--- src/rtl/usr_pkg.sv ---
// rtl/usr_pkg.sv - shared mode encodings for the universal shift register
package usr_pkg;

  typedef enum logic [1:0] {
    MODE_HOLD = 2'b00,
    MODE_SHR  = 2'b01,
    MODE_SHL  = 2'b10,
    MODE_LOAD = 2'b11
  } mode_e;

endpackage

--- src/rtl/sat_counter.sv ---
// rtl/sat_counter.sv - saturating up-counter with synchronous clear, stops at MAX
module sat_counter #(
  parameter  int MAX = 8,
  localparam int CW  = $clog2(MAX + 1)
) (
  input  logic          clk,
  input  logic          reset_n,
  input  logic          clr,
  input  logic          inc,
  output logic [CW-1:0] cnt,
  output logic          done
);

  logic at_max;

  assign at_max = (cnt == CW'(MAX));
  assign done   = at_max;

  always_ff @(posedge clk or negedge reset_n) begin
    if (!reset_n) begin
      cnt <= '0;
    end else if (clr) begin
      cnt <= '0;
    end else if (inc && !at_max) begin
      cnt <= cnt + 1'b1;
    end
  end

endmodule

--- src/rtl/univ_shift_reg.sv ---
// rtl/univ_shift_reg.sv - WIDTH-bit register with clear, load, shift/rotate and shift counter
module univ_shift_reg
  import usr_pkg::*;
#(
  parameter  int               WIDTH     = 8,
  parameter  logic [WIDTH-1:0] RESET_VAL = '0,
  localparam int               CW        = $clog2(WIDTH + 1)
) (
  input  logic             clk,
  input  logic             reset_n,
  input  logic             en,
  input  logic             clr,
  input  logic [1:0]       mode,
  input  logic             rot,
  input  logic             sin_msb,
  input  logic             sin_lsb,
  input  logic [WIDTH-1:0] d,
  output logic [WIDTH-1:0] q,
  output logic             sout_msb,
  output logic             sout_lsb,
  output logic [CW-1:0]    shift_cnt,
  output logic             cnt_done
);

  logic [WIDTH-1:0] q_nxt;
  logic             cnt_clr;
  logic             cnt_inc;

  always_ff @(posedge clk or negedge reset_n) begin
    if (!reset_n) begin
      q <= RESET_VAL;
    end else begin
      q <= q_nxt;
    end
  end

  // Clear outranks enable; enable gates every mode including load.
  always_comb begin
    q_nxt   = q;
    cnt_clr = 1'b0;
    cnt_inc = 1'b0;
    if (clr) begin
      q_nxt   = RESET_VAL;
      cnt_clr = 1'b1;
    end else if (en) begin
      case (mode_e'(mode))
        MODE_HOLD: q_nxt = q;
        MODE_SHR: begin
          q_nxt   = {(rot ? q[0] : sin_msb), q[WIDTH-1:1]};
          cnt_inc = 1'b1;
        end
        MODE_SHL: begin
          q_nxt   = {q[WIDTH-2:0], (rot ? q[WIDTH-1] : sin_lsb)};
          cnt_inc = 1'b1;
        end
        MODE_LOAD: begin
          q_nxt   = d;
          cnt_clr = 1'b1;
        end
      endcase
    end
  end

  sat_counter #(
    .MAX (WIDTH)
  ) u_shift_cnt (
    .clk     (clk),
    .reset_n (reset_n),
    .clr     (cnt_clr),
    .inc     (cnt_inc),
    .cnt     (shift_cnt),
    .done    (cnt_done)
  );

  assign sout_msb = q[WIDTH-1];
  assign sout_lsb = q[0];

endmodule

--- config.mk ---
export PLATFORM = sky130hd
export DESIGN_NAME = univ_shift_reg
export DESIGN_NICKNAME = d
export VERILOG_FILES = /design/src/rtl/usr_pkg.sv /design/src/rtl/sat_counter.sv /design/src/rtl/univ_shift_reg.sv
export SDC_FILE = /design/constraint.sdc
export NUM_CORES = 1
export LEC_CHECK = 0
export BUFFER_PORTS_ARGS = -buffer_cell sky130_fd_sc_hd__clkbuf_2
export CAP_MARGIN = 20
export CORE_MARGIN = 2
export CORE_UTILIZATION = 47
export DETAILED_ROUTE_END_ITERATION = 7
export GPL_TIMING_DRIVEN = 0
export PLACE_DENSITY = 0.84
export SYNTH_ARGS = -nofsm -noshare
export SYNTH_HDL_FRONTEND = slang
export SYNTH_HIERARCHICAL = 1
export SYNTH_SLANG_ARGS = --single-unit
--- constraint.sdc ---
create_clock -name clk -period 1.8 [get_ports clk]
set_clock_uncertainty 0.05 [all_clocks]
set_input_delay 0.09 -clock clk [delete_from_list [all_inputs] [get_ports clk]]
set_output_delay 0.09 -clock clk [all_outputs]
set_load 0.1 [all_outputs]
* Yosys cells after proc, flatten, opt, wreduce, memory -nomap -nowiden
Index checks and enable logic that the tools add are counted.
** Storage, ports and cells
- Register bits after elaboration :: 12
- Latch bits :: 0
- RAM bits :: 0
- ROM bits :: 0
- Input bits :: 17
- Output and inout port bits :: 15
- Memories kept :: 0
** Cells by class
- Add/subtract/negate cells :: 1
- Multiply operators :: 0
- Divide/modulo/power cells :: 0
- Magnitude comparators :: 0
- Equality and inequality tests :: 5
- Shifts and indexed selects :: 0
- Multiplexer cells :: 13
- Bitwise logic cells :: 0
- Reduce and logical (&&, ||, !) cells :: 7
** Operators by type and width (number)
- case mux 8 bit (3 select lines) :: 1
- 2-to-1 mux 8 bit :: 2
- 2-to-1 mux 1 bit :: 8
- 2-to-1 mux 4 bit :: 2
- adder 4 x 1 -> 4 bit (second input constant) :: 1
- == test 2 bit (second input constant) :: 2
- == test 4 bit (second input constant) :: 1
- nonzero test 2 bit :: 2
- == test 2 x 1 -> 1 bit (second input constant) :: 1
- logical NOT 2 bit :: 1
- != test 2 bit (second input constant) :: 1
- AND reduction 2 bit :: 1
- OR reduction 2 bit :: 1
- logical AND 1 bit :: 1
- logical NOT 1 bit :: 1

* Logic depth before layout (Yosys ltp)
Gate-level depths: netlist of run 1.
- Word-level depth :: 8
- Mapped depth :: 7
- Gate-level depth less buffers :: 7

* Hierarchy
The synthesis of run 1 kept the hierarchy.
** Modules (own cells, without submodules)
- univ_shift_reg :: times used 1, cells an instance 59, area an instance 568.0 µm²
- sat_counter :: times used 1, cells an instance 24, area an instance 232.7 µm²

* Worst setup path before layout of run 1
Ideal clock, no wire load.
- Path type :: reg2out
- Start point :: register u_shift_cnt.cnt[0]
- End point :: output cnt_done
- Arrival time :: 2.464 ns
- Required time :: 1.660 ns
- Path slack :: -0.804 ns
- Cell stages (with the launch flop) :: 5
- Path buffers :: 0
- Cells stage by stage :: dfrtp_1 -> inv_1 -> ha_1 -> nand2_1 -> nor2_1
** On the way
- Cells in the longest elaborated chain, start to end :: 1
** RTL lines
- from (decl) :: line sat_counter.sv:10 : output logic [CW-1:0] cnt,
- from (signal assigned) :: line sat_counter.sv:25 : cnt <= cnt + 1'b1;
- == test 4 bit :: line sat_counter.sv:16 : assign at_max = (cnt == CW'(MAX));
- to (decl) :: line univ_shift_reg.sv:22 : output logic cnt_done
Every way passes these cells.

* Worst setup path after layout of run 1
Same ends and word-level chain as after synthesis.

==> results of run 1 <==
stage by stage:
step | utilization (%) | instances | setup WS (ns) | cell area [sq um]
finish | 66.0 | 134 | 0.0716 | 1030
global route | 66.0 | 134 | 0.00662 | 1030
CTS | 66.0 | 134 | 0.0635 | 1030
detailed placement | 63.0 | 129 | 0.358 | 982
global placement | 63.0 | 129 | 0.369 | 982
floorplan | - | 83 | 0.0204 | 812
flip-flops by register name, summed over array words and instances, names as in the netlist:
signal           count
q                    8
u_shift_cnt/cnt      4
synthesized netlist by cell type:
| cell | count | area share [%] |
|---|---|---|
| a22oi_1 | 2 | 1.9 |
| inv_1 | 4 | 1.9 |
| mux2i_1 | 1 | 1.3 |
| and2b_1 | 1 | 0.94 |
| a311oi_2 | 2 | 3.8 |
| ha_1 | 5 | 7.8 |
| buf_6 | 2 | 2.8 |
| nor2_1 | 13 | 6.1 |
| clkbuf_1 | 1 | 0.47 |
| nor2_8 | 1 | 2.5 |
| or3b_1 | 1 | 1.1 |
| mux2_2 | 2 | 2.8 |
| nand2_1 | 12 | 5.6 |
| a21o_1 | 1 | 0.94 |
| nand2b_1 | 3 | 2.3 |
| mux2_4 | 1 | 1.9 |
| dfrtp_1 | 12 | 38 |
| a21oi_1 | 1 | 0.62 |
| xor2_1 | 1 | 1.1 |
| buf_4 | 3 | 2.8 |
| a221oi_1 | 6 | 6.6 |
| nand4_1 | 1 | 0.78 |
| o21a_1 | 1 | 0.94 |
| a211oi_1 | 6 | 5.6 |
logic make-up (layout without fill, tap and decap cells):
group                      count (synthesis)  in the layout
adders and majority gates                  5              5
buffers and inverters                     10             45
xor gates and xnor gates                   1              1
muxes                                      4              4
DFF                                       12             12
and+or+nand+nor                           32             32
AOI/OAI and AO/OA                         19             19
power groups by stage:
stage          Combinational, mW  Clock, mW  Sequential [mW]
6_report                   0.280      0.227            0.302
5_1_grt                    0.295      0.243            0.304
4_1_cts                    0.280      0.233            0.301
3_5_place_dp               0.277          0            0.307
3_3_place_gp               0.274          0            0.306
2_1_floorplan              0.111          0            0.413
timing repair:
item,CTS,global route
endpoints found under the hold margin,12,0
gates resized for setup,0,0
hold buffers,1,0
worst min-delay path: cells and delay by family:
| family | cells | cell delay [ns] |
|---|---|---|
| compound gates | 2 | 0.28 |
| buf+inv | 1 | 0.08 |
cell type report:
class                   instances  area (sq um)  area share (%)
multi-input cells              61           444            43.2
flip-flops and latches         12           304            29.6
repair buffers                 31           160            15.6
plain buffers                   6          48.8            4.74
clock buffers                   4          36.3            3.53
well taps                      16          20.0            1.95
inverters                       4          15.0            1.46
final timing paths:
path                       cells past startpoint                             end  slack [ns]                      startpoint
setup / recovery                               5                        cnt_done        0.07  u_shift_cnt/cnt[0]$_DFFE_PN0P_
hold / removal                                 3                q[0]$_DFFE_PN0P_        0.16                            d[0]
setup reg to reg                               5  u_shift_cnt/cnt[0]$_DFFE_PN0P_        0.35  u_shift_cnt/cnt[0]$_DFFE_PN0P_
hold reg to reg                                2  u_shift_cnt/cnt[3]$_DFFE_PN0P_        0.51  u_shift_cnt/cnt[3]$_DFFE_PN0P_
max in group asynchronous                      2  u_shift_cnt/cnt[0]$_DFFE_PN0P_        1.28                         reset_n
min in group asynchronous                      2                q[7]$_DFFE_PN0P_        0.17                         reset_n
metal layers:
| metal | global-route usage, % | share of wire, % |
|---|---|---|
| met5 | 0 | 0 |
| met4 | 8.82 | 2.3 |
| met3 | 6.00 | 7.1 |
| met2 | 29.7 | 46 |
| met1 | 24.4 | 45 |
==> metrics.txt, run 1 <==
Total Nets Final=141; DRC=0; clk slew on worst S/H paths=0.08 ns; CTS buffer count=3; Reg power frac=about 37%; H-tree Lvls=1; sw power=330 uW; Post-Synth Adder-Cell Area=7.81%; Compound-Gate Fraction of Synth Area=20.3%; largest net degree at the start of global routing=13; # diodes=0; most frequent cells in the layout=clkbuf_2 (30), nand2_1 (12), nor2_1 (12); largest family of logic cells by synthesized area=compound AO/OA/AOI/OAI gates; DRT Wirelength=1.77 mm; Crit path max-delay family=buffers and inverters; Core Area=around 0.0016 sq mm; startpoint types=register; Hold WC Path Type=input pin to register; global-route wire length before repair=2.76 mm; Synthesized Nets=105; Rel. slew slack=63.8%; GP Congestion=0.874; commonest non-fill, non-tap cell in the layout=clkbuf_2; #FFs+latches synth=12; cells after synthesis=83; Power Density=786 mW/mm^2; RSZ-0062 raised after global routing=false; Yosys cell types=24; fin crit share=a little over nine tenths; die span in y=roughly 45 um; drt initial violations=33; via count=782; simple-gate share of the synthesized area=19.4%; cell row count=14; xor and xnor area share after synthesis=1.09%; CP max-delay cell=clkbuf_2; worst path required time=1.66 ns; Die Area=0.00205 sq mm; CP bufs+invs=2; Cell Chain, Critical Path=inv_1, ha_1, nand2_1, nor2_4, clkbuf_2; GRT overflow=0; initial antenna violation count=0; CP max FO=5; WHS=between 0.15 and 0.2 ns; Initial Utilization=51.4%; Final Hold Viols=0; Setup crit end kind=output port; top-level port count=32; Setup Fix Bufs, Post-CTS=0; gr usage total=19.2%; root buffer cell=clkbuf_4; DR pass1 iterations=5; sw frac=about two fifths; Max-Cap Viols=0; power share of the combinational group=34.6%; share of layout cells above drive strength 1=41.5%; Fill cells=129; Pleak=~0.51 nW; Peak VDD IR=493 uV; Port-buffer cells=30; number of global-route vias before repair=639; Clock Latency Late Sink=0.29 ns; synthesized area=801 sq um; per-cell routed wire length=13.2 um; setup_tns=0 ns; CTS tree=yes; Final ANT Viol Nets=0; Area Overhead vs Synth=28.4%; total power=roughly 810 uW; Via density=5.84; Power Internal=479 uW; final setup fails=0; CTS max path bufs=2; Worst EP arrival=between 1.5 and 2 ns; DIE WIDTH=45.3 um; crit path kind=register to output port; Clock power frac=28.1%; YS warnings=6; Least-Margin Pin Slew=0.545 ns; largest stage delay on the critical path=0.45 ns; syn avg cell area=9.65 sq um; final count of pins violating max slew=0; Fmax=579 MHz; Final min period=roughly 1.7 ns; run status=finished clean; multiplexer share of the synthesized area=5.94%; Clock Sinks=12; Seq/Total Area, Yosys=37.5%
No activity file was read; power rests on OpenSTA's default activity.
==> run 2, diff against run 1 <==
RECOVER_POWER = 25   (was unset)
==> metrics.txt, run 2 (synthesis results as in run 1) <==
Via density=between 5 and 6; commonest non-fill, non-tap cell in the layout=clkbuf_2; final core occ=65.9%; share of layout cells above drive strength 1=40.7%; Final WS setup=0.0717 ns; Final min period=approximately 1.7 ns; GP Congestion=0.874; CTS max path bufs=2; CP max FO=5; via count=782; Least-Margin Pin Slew=0.644 ns; top-level port count=32; CTS resizes=0; final std cells w/o fill=approximately 130; most flop-heavy register=q; pre-CTS setup slack=0.358 ns; largest net degree at the start of global routing=13; max reg flops=8; Pleak=0.505 nW; # diodes=0; drt initial violations=35; CTS buffer count=3; Max-Cap Viols=0; most frequent cells in the layout=clkbuf_2 (29), nand2_1 (12), nor2_1 (12); DRC=0; root buffer cell=clkbuf_4; Initial Utilization=51.4%; Port-buffer cells=30; H-tree Lvls=1; Hold WC Path Type=input pin to register; CTS tree=yes; Peak VDD IR=493 uV; die span in y=about 45 um; Die Area=0.00205 sq mm; Final ANT Viol Nets=0; initial antenna violation count=0; global-route wire length before repair=2.76 mm; Clock Sinks=12; Setup crit end kind=output port; number of global-route vias before repair=639; Final Hold Viols=0; setup_tns=0 ns; GRT overflow=0; run status=finished clean; worst path required time=around 1.7 ns; Power Density=787 mW/mm^2; final count of pins violating max slew=0; DIE WIDTH=around 45 um; fin crit share=96.0%; Total Nets Final=approximately 140; Core Area=between 0.0015 and 0.002 sq mm; DR pass1 iterations=5; Rel. slew slack=57.1%; crit path kind=register to output port; largest registers=q (8), u_shift_cnt/cnt (4); cell row count=14; clk slew on worst S/H paths=0.08 ns; gr usage total=19.2%; Clock Latency Late Sink=0.29 ns; Area Overhead vs Synth=28.3%; final setup fails=0; Cells after DPL=129; RSZ-0062 raised after global routing=false; per-cell routed wire length=13.2 um; startpoint types=register; Fmax=579 MHz; DRT Wirelength=1.77 mm; Worst EP arrival=1.59 ns
## run 2: cell count changes in the layout (fill, tap and decap cells not counted)
cell,previous run,this run
clkbuf_1,1,2
clkbuf_2,30,29
## run 2: metrics by stage
stage	cell area (sq um)	hold WS [ns]	power, mW
3_3_place_gp	982	-0.0586	0.580
2_1_floorplan	812	-0.256	0.524
6_report	1030	0.161	0.808
4_1_cts	1030	0.156	0.815
5_1_grt	1030	0.168	0.841
3_5_place_dp	982	-0.0605	0.584
## run 2: final cells by class
class	count	area (sq um)
fillers	130	532
multi-input cells	61	444
flip-flops and latches	12	304
repair buffers	31	159
plain buffers	6	48.8
clock buffers	4	36.3
well taps	16	20.0
inverters	4	15.0
## run 2: report_power, final
group          total [mW]  leakage (nW)  switching (mW)  internal, mW
registers           0.302         0.157          0.0172         0.284
clock network       0.227        0.0210           0.104         0.123
logic               0.279         0.327           0.209        0.0707
total               0.808         0.505           0.330         0.478
## run 2: what timing repair did
action | CTS | global route
setup buffers | 0 | 0
hold endpoints to repair | 12 | 0
setup endpoints to repair | 0 | 0
hold buffers | 1 | 0
## run 2: final timing paths
check	end	slack, ns	cells past startpoint	from
min in group asynchronous	q[7]$_DFFE_PN0P_	0.28	2	reset_n
max in group asynchronous	u_shift_cnt/cnt[0]$_DFFE_PN0P_	0.96	2	reset_n
worst min-delay path	q[0]$_DFFE_PN0P_	0.16	3	d[0]
worst max-delay path	cnt_done	0.07	5	u_shift_cnt/cnt[0]$_DFFE_PN0P_
worst min register to register	u_shift_cnt/cnt[3]$_DFFE_PN0P_	0.51	2	u_shift_cnt/cnt[3]$_DFFE_PN0P_
worst max register to register	u_shift_cnt/cnt[0]$_DFFE_PN0P_	0.35	5	u_shift_cnt/cnt[0]$_DFFE_PN0P_
## run 2: layer usage
layer	track usage [%]	vias to the layer above	wire length, um
li1	-	363	-
met1	24.4	376	795
met2	29.7	34	809
met3	6.00	9	126
met4	8.82	0	40
met5	0	-	0
## run 2: critical path: stages, from the launching register on
cell and delay [ns]:
dfrtp_2 0.44, inv_1 0.08, ha_1 0.14, nand2_1 0.10, nor2_4 0.09, clkbuf_2 0.45
